[config.mk]
export PLATFORM = sky130hd
export DESIGN_NAME = watch_mode_ctrl
export DESIGN_NICKNAME = d
export VERILOG_FILES = /design/src/rtl/watch_mode_ctrl_pkg.sv /design/src/rtl/watch_mode_ctrl_router.sv /design/src/rtl/watch_mode_ctrl.sv
export SDC_FILE = /design/constraint.sdc
export NUM_CORES = 1
export LEC_CHECK = 0
export ABC_AREA = 1
export BUFFER_PORTS_ARGS = -buffer_cell sky130_fd_sc_hd__buf_2
export CAP_MARGIN = 5
export CORE_ASPECT_RATIO = 0.6
export CORE_MARGIN = 2
export CORE_UTILIZATION = 42
export DETAILED_ROUTE_END_ITERATION = 7
export GPL_ROUTABILITY_DRIVEN = 0
export PLACE_DENSITY = 0.78
export SLEW_MARGIN = 20
export SYNTH_ARGS = -nofsm -noshare
export SYNTH_HDL_FRONTEND = slang
export SYNTH_SLANG_ARGS = --single-unit
[constraint.sdc]
create_clock -name clk -period 1.95 [get_ports clk]
set_clock_uncertainty 0.2 [all_clocks]
set_input_delay 0.39 -clock clk [delete_from_list [all_inputs] [get_ports clk]]
set_output_delay 0.39 -clock clk [all_outputs]
set_load 0.005 [all_outputs]
[src/rtl/watch_mode_ctrl_pkg.sv]
// Shared types and constants for the watch mode scheduler.
// State encoding, one-hot mode codes and display width.
package watch_mode_ctrl_pkg;

  localparam int BCD_W = 16;

  typedef enum logic [1:0] {
    ST_WATCH = 2'd0,
    ST_STOPW = 2'd1,
    ST_TIMER = 2'd2,
    ST_ALARM = 2'd3
  } state_t;

  localparam logic [2:0] MODE_WATCH = 3'b001;
  localparam logic [2:0] MODE_STOPW = 3'b010;
  localparam logic [2:0] MODE_TIMER = 3'b100;

  // The alarm is presented to the user as timer mode.
  function automatic logic [2:0] mode_of(state_t s);
    unique case (s)
      ST_WATCH: mode_of = MODE_WATCH;
      ST_STOPW: mode_of = MODE_STOPW;
      default:  mode_of = MODE_TIMER;
    endcase
  endfunction

  // Mode button rotation among the three user modes.
  function automatic state_t next_mode(state_t s);
    unique case (s)
      ST_WATCH: next_mode = ST_STOPW;
      ST_STOPW: next_mode = ST_TIMER;
      default:  next_mode = ST_WATCH;
    endcase
  endfunction

endpackage

[src/rtl/watch_mode_ctrl_router.sv]
// Button demux: steers function-button pulses to the active block.
// Purely combinational; the parent registers the three buses.
module mode_btn_router
  import watch_mode_ctrl_pkg::*;
(
  input  state_t     state,
  input  logic [3:0] btn_pulse,
  input  logic       drop,
  output logic [3:0] watch_btn,
  output logic [3:0] stopw_btn,
  output logic [3:0] timer_btn
);

  // Only one bus carries the pulses; a dropped cycle yields all zeros.
  always_comb begin
    watch_btn = 4'd0;
    stopw_btn = 4'd0;
    timer_btn = 4'd0;
    if (!drop) begin
      unique case (state)
        ST_WATCH: watch_btn = btn_pulse;
        ST_STOPW: stopw_btn = btn_pulse;
        default:  timer_btn = btn_pulse;
      endcase
    end
  end

endmodule

[src/rtl/watch_mode_ctrl.sv]
// Mode scheduler: owns the button set and the FND for three blocks.
// Optional idle auto-return to watch mode under `IDLE_RETURN_EN.
module watch_mode_ctrl
  import watch_mode_ctrl_pkg::*;
#(
  parameter int IDLE_SEC = 30
) (
  input  logic             clk,
  input  logic             reset_p,
  input  logic             sec_tick,
  input  logic             btn_mode,
  input  logic [3:0]       btn_pulse,
  input  logic             timer_alarm,
  input  logic [BCD_W-1:0] watch_value,
  input  logic [BCD_W-1:0] stopw_value,
  input  logic [BCD_W-1:0] timer_value,
  output logic [3:0]       watch_btn,
  output logic [3:0]       stopw_btn,
  output logic [3:0]       timer_btn,
  output logic [BCD_W-1:0] disp_value,
  output logic             disp_blank,
  output logic [2:0]       mode
);

  if (IDLE_SEC < 1 || IDLE_SEC > 255) begin : g_bad_idle_sec
    $error("IDLE_SEC must lie in 1..255");
  end

  state_t           state;
  state_t           state_n;
  state_t           saved_mode;
  logic             alarm_q;
  logic             blink;
  logic             blink_n;
  logic             alarm_rise;
  logic             drop;
  logic             idle_hit;
  logic [3:0]       w_btn;
  logic [3:0]       s_btn;
  logic [3:0]       t_btn;
  logic [BCD_W-1:0] disp_sel;

  assign alarm_rise = timer_alarm & ~alarm_q & (state != ST_ALARM);
  assign drop       = btn_mode | alarm_rise;

`ifdef IDLE_RETURN_EN
  logic [7:0] idle_cnt;
  logic       idle_busy;

  assign idle_hit  = (idle_cnt == 8'(IDLE_SEC));
  assign idle_busy = (state == ST_STOPW) | (state == ST_TIMER);

  // Count quiet seconds in stopwatch/timer; any activity restarts it.
  always_ff @(posedge clk or posedge reset_p) begin
    if (reset_p) begin
      idle_cnt <= 8'd0;
    end else if (!idle_busy || state_n != state ||
                 |btn_pulse || btn_mode) begin
      idle_cnt <= 8'd0;
    end else if (sec_tick) begin
      idle_cnt <= idle_cnt + 8'd1;
    end
  end
`else
  assign idle_hit = 1'b0;
`endif

  // Next state: alarm entry beats idle return, which beats btn_mode.
  always_comb begin
    state_n = state;
    if (state == ST_ALARM) begin
      if (!timer_alarm) state_n = saved_mode;
    end else if (alarm_rise) begin
      state_n = ST_ALARM;
    end else if (idle_hit) begin
      state_n = ST_WATCH;
    end else if (btn_mode) begin
      state_n = next_mode(state);
    end
  end

  // Display source follows the state that was active this cycle.
  always_comb begin
    unique case (state)
      ST_WATCH: disp_sel = watch_value;
      ST_STOPW: disp_sel = stopw_value;
      default:  disp_sel = timer_value;
    endcase
  end

  // Blink runs only while the alarm is shown and restarts dark.
  assign blink_n = (state == ST_ALARM) ? (blink ^ sec_tick) : 1'b0;

  mode_btn_router u_router (
    .state     (state),
    .btn_pulse (btn_pulse),
    .drop      (drop),
    .watch_btn (w_btn),
    .stopw_btn (s_btn),
    .timer_btn (t_btn)
  );

  // State, pre-empted mode and all registered outputs.
  always_ff @(posedge clk or posedge reset_p) begin
    if (reset_p) begin
      state      <= ST_WATCH;
      saved_mode <= ST_WATCH;
      alarm_q    <= 1'b0;
      blink      <= 1'b0;
      watch_btn  <= 4'd0;
      stopw_btn  <= 4'd0;
      timer_btn  <= 4'd0;
      disp_value <= '0;
      disp_blank <= 1'b0;
      mode       <= MODE_WATCH;
    end else begin
      state      <= state_n;
      alarm_q    <= timer_alarm;
      if (alarm_rise) saved_mode <= state;
      blink      <= blink_n;
      watch_btn  <= w_btn;
      stopw_btn  <= s_btn;
      timer_btn  <= t_btn;
      disp_value <= disp_sel;
      disp_blank <= blink_n;
      mode       <= mode_of(state_n);
    end
  end

endmodule

* After elaboration in Yosys (flattened, before gate mapping)
Cells that the tools add are included.
** Word-level totals
- Memory bits (read-only) :: 0
- Latch bits :: 0
- Bits in registers :: 37
- Bits in writable memories :: 0
- Output and inout port bits :: 32
- Memories :: 0
** Cells by class
- Bitwise operators :: 5
- Shifts and indexed selects :: 0
- Divide/modulo/power cells :: 0
- Reduce and logical (&&, ||, !) cells :: 3
- Magnitude comparators :: 0
- Multiplexer cells :: 14
- Add/subtract/negate cells :: 0
- Equality and inequality tests :: 4
- $mul :: 0
** Operators by type and width (number)
- $pmux 16 s2 :: 1
- $mux 4 :: 6
- $mux 2 :: 4
- $pmux 3 s2 :: 1
- $eq 2x1->1 const B :: 2
- $logic_not 2->1 :: 2
- $pmux 2 s2 :: 1
- $and 1x1->1 :: 2
- $eq 2x2->1 const B :: 1
- $ne 2x2->1 const B :: 1
- $reduce_or 2->1 :: 1
- $mux 1 :: 1
- $not 1->1 :: 1
- $or 1x1->1 :: 1
- $xor 1x1->1 :: 1

* Depth between registers and ports, before layout
- Word-level depth :: 7
- Depth in mapped cells :: 6

* Hierarchy
Synthesis repeated with hierarchy kept, for this count alone.
** Unflattened totals
- Cells, all modules :: 161
- Area total of the unflattened synthesis :: 1485.2 um2
** Modules (own cells, without submodules)
- watch_mode_ctrl :: times used 1, seq. area each 927.1 um2, area each 1383.8 um2, cells an instance 140
- mode_btn_router :: times used 1, seq. area each 0.0 um2, area each 101.3 um2, cells an instance 21

* Worst setup path after synthesis
Ideal clock, no wire load.
- Kind :: register -> register
- From :: reg state[1]
- To :: reg mode[1]
- Setup time :: 0.116 ns
- Period minus slack after synthesis :: 1.222 ns
- Cell stages (with the launch flop) :: 6
- Path slack :: 0.728 ns
- Data required time :: 1.634 ns
- Arrival time :: 0.905 ns
- Path buffers :: 1
- Cell sequence :: dfrtp_1 -> buf_4 -> o21ai_0 -> nand3_1 -> nand2_1 -> nor2_1
** Between the ends
- Word-level cells in the longest chain between the ends :: 7
** RTL lines
- start, declared :: line watch_mode_ctrl.sv:29 : state_t state;
- start signal, assigned :: line watch_mode_ctrl.sv:117 : state <= state_n;
- $eq 2x1->1 or $logic_not 2->1 (tied branches) :: line watch_mode_ctrl_pkg.sv:29 : unique case (s)
- $pmux 2 s2 :: line watch_mode_ctrl_pkg.sv:29
- $mux 2 :: line watch_mode_ctrl.sv:77 : end else if (btn_mode) begin
- $mux 2 :: line watch_mode_ctrl.sv:73 : end else if (alarm_rise) begin
- $mux 2 * :: line watch_mode_ctrl.sv:71 : if (state == ST_ALARM) begin
- $eq 2x1->1 or $logic_not 2->1 (tied branches) :: line watch_mode_ctrl_pkg.sv:20 : unique case (s)
- $pmux 3 s2 * :: line watch_mode_ctrl_pkg.sv:20
- end signal, assigned :: line watch_mode_ctrl.sv:126 : mode <= mode_of(state_n);
- end, declared :: line watch_mode_ctrl.sv:22 : output logic [2:0] mode
Every way passes the cells marked *; elsewhere a longest branch is shown, timed or not.
A chain may end at the register's enable or synchronous reset.

* Worst setup path after layout
- From :: reg state[1]
- To :: reg stopw_btn[2]
** Between the ends
- Word-level cells in the longest chain between the ends :: 4
** RTL lines
- $ne 2x2->1 :: line watch_mode_ctrl.sv:43 : assign alarm_rise = timer_alarm & ~alarm_q & (state != ST_ALARM);
- $and 1x1->1 :: line watch_mode_ctrl.sv:43
- $or 1x1->1 :: line watch_mode_ctrl.sv:44 : assign drop = btn_mode | alarm_rise;
- $mux 4 * :: line watch_mode_ctrl_router.sv:19 : if (!drop) begin
- via s_btn[2] :: line watch_mode_ctrl.sv:39 : logic [3:0] s_btn;
- end signal, assigned :: line watch_mode_ctrl.sv:122 : stopw_btn <= s_btn;
- end, declared :: line watch_mode_ctrl.sv:18 : output logic [3:0] stopw_btn,
The timed path passes the listed nets; every way through them passes the cells marked *.

==> reports/metrics.yaml <==
status:
  status: "finished with violations"
  violations: "hold timing"
cts:
  clk_pin_slew_ns: 0.07
  cts_sinks: 37
  post_cts_resize_count: 0
  postCtsHoldBufs: 0
  cts_tree: "yes"
  worst_skew_pair.late_latency_ns: 0.29
  cts_root_buf: "clkbuf_8"
  post_cts_buffers: 0
  cts_buffers: 5
  clock_path_buffers: 2
  htree_levels: 2
finish:
  seq_area_um2: 927
  areaGrowthSynthToFinish_pct: 37.5
  multiInputGateArea_um2: 463
  nets: 304
  diodes: 0
  stdcell_count: 293
  design_area_um2: 2070
  fillers: 303
  post-route-util_pct: 61.8
  drive_gt1_share_pct: 43.1
synth:
  synth_commonest_cells: "38 x nand2_1, 36 x dfrtp_1, 29 x nand3_1, 13 x inv_1, 11 x nor3_1"
  synth_edf_count: 0
  yosysWarnings: 0
  yosysUniqueCellTypes: 19
  synth_nets: 213
  synth.area.top_cells: "dfrtp_1 60%, nand3_1 9.7%, nand2_1 9.5%"
  ys.flop_type: "dfrtp_1"
  synth_cells: 156
  async_reset_ff_share_pct: 100
  yosysSeqAreaShare_pct: 61.7
  synth.top_cell.area_share_pct: 60.0
  yosysMostFrequentCell: "nand2_1"
  yosys_register_bits: 37
  syn-mean-instance-area_um2: 9.63
  syn_area_um2: 1500
  yosys.area.top_type: "dfrtp_1"
detailed_routing:
  drc: 0
  postRouteAntennaNets: 0
  routedWlPerCell_um: 12.6
  drt-total-wl_um: 3690
  first_pass_iters: 4
  drt_iter0_markers: 73
  routed_via_density: 4.78
  num_vias: 1402
timing:
  hold_ws_ns: -0.0102
  worst_pin_slew_ns: 0.447
  setup_violations: 0
  period_minus_slack_ns: 1.60
  fin_crit_sh_pct: 82.0
  maxSlewHeadroom_pct: 70.2
  fin_tns_setup_ns: 0
  final-hold-violation-count: 27
  maxSlewViolCount: 0
  max_freq_mhz: 626
  rsz0062_at_grt: "no"
critical_path:
  arrival_ns: 1.60
  required_ns: 1.95
  ff2ff_setup_slack_ns: 0.35
  critPathKind: "reg2reg"
  r2r-start: "state[1]"
  r2r-end: "stopw_btn[2]"
  end_kind: "register"
  rr_worst_depth: 3
  crit_fanout: 22
  crit_path_start_kind: "register"
floorplanning:
  pin_count: 89
  dieArea_um2: 4090
  fp.dieH_um: 50.3
  die_width_um: 81.2
  initial_core_util_pct: 44.9
  core_um2: 3340
  rows: 16
power:
  peakVddDrop_mv: 0.778
  power_leakage_nw: 1.17
  power.density_nw_per_um2: 1290
grt:
  grt_usage_pct: 19.5
  grt_pass1_vias: 1301
  antenna_found_initial: 0
  grt_max_degree: 38
  grt_pass1_wl_um: 5910
  grt_overflow: 0
placed_design:
  placed_area_um2: 1970
  dp_cells: 285
  place_hpwl_um: 2870
  portBuffers: 88
worst_hold_path:
  hold_path_class: "in2async"
flow_run:
  drv_cap: 0
[critical path, stage by stage (launching register included)]
cell and delay, ns:
dfrtp_1 0.52, inv_2 0.35, nand2_1 0.22, nor3_1 0.22
[where the power goes]
part	internal (mW)	switching [mW]
combinational	0.399	0.544
sequential	1.04	0.138
clock	0.286	0.261
total	1.72	0.942
[metrics by stage]
step	setup slack [ns]	power (mW)
CTS	0.321	2.70
floorplan	0.529	1.75
global placement	0.454	2.11
global route	0.182	2.90
detailed placement	0.330	2.14
finish	0.351	2.66
[cell families (layout without fill, tap and decap cells)]
family	count (synthesis)	in the layout	share of synthesized area [%]
AND/OR/NAND/NOR	87	87	26.4
AO/OA/AOI/OAI	9	9	3.83
XOR/XNOR	1	1	0.583
buffers and inverters	22	114	7.49
flip-flops	37	37	61.7
[cells in the final DEF (no fill, tap or decap), drive strengths merged]
cell / n
a21oi: 1
o21ai: 3
clkinv: 2
clkbuf: 6
a22oi: 5
nor3: 12
dfstp: 1
nand2: 40
nor2: 5
dfrtp: 36
buf: 92
xnor2: 1
nand3: 30
inv: 14
[how the worst max path moves through the flow]
| stage | start | to | slack [ns] | depth (start not counted) |
|---|---|---|---|---|
| global route | state[1] | stopw_btn[0] | 0.18 | 3 |
| finish | state[1] | stopw_btn[2] | 0.35 | 3 |
| detailed placement | state[1] | stopw_btn[0] | 0.33 | 3 |
| global placement | state[1] | stopw_btn[1] | 0.45 | 3 |
| floorplan | reset_p | alarm_q | 0.53 | 1 |
| CTS | state[1] | stopw_btn[0] | 0.32 | 3 |
[cell type report]
| type | count | share of cell area (%) |
|---|---|---|
| tap | 45 | 2.73 |
| multi-input combinational | 97 | 22.4 |
| sequential | 37 | 44.9 |
| timing repair buffer | 92 | 22.8 |
| inverter | 14 | 2.54 |
| clock buffer | 6 | 4.00 |
| clock inverter | 2 | 0.666 |
[registers in the layout, summed over array words and instances, names as in the netlist]
register / count
saved_mode: 2
alarm_q: 1
disp_value: 16
state: 2
stopw_btn: 4
mode: 3
watch_btn: 4
blink: 1
timer_btn: 4
[metal layers]
layer | vias to the layer above | global-route usage, % | part of all wire [%]
li1 | 686 | - | -
met1 | 650 | 27.3 | 44
met2 | 57 | 28.2 | 46
met3 | 9 | 6.65 | 7.5
met4 | 0 | 7.06 | 1.7
met5 | - | 0 | 0
No activity file was read; power rests on OpenSTA's default activity.
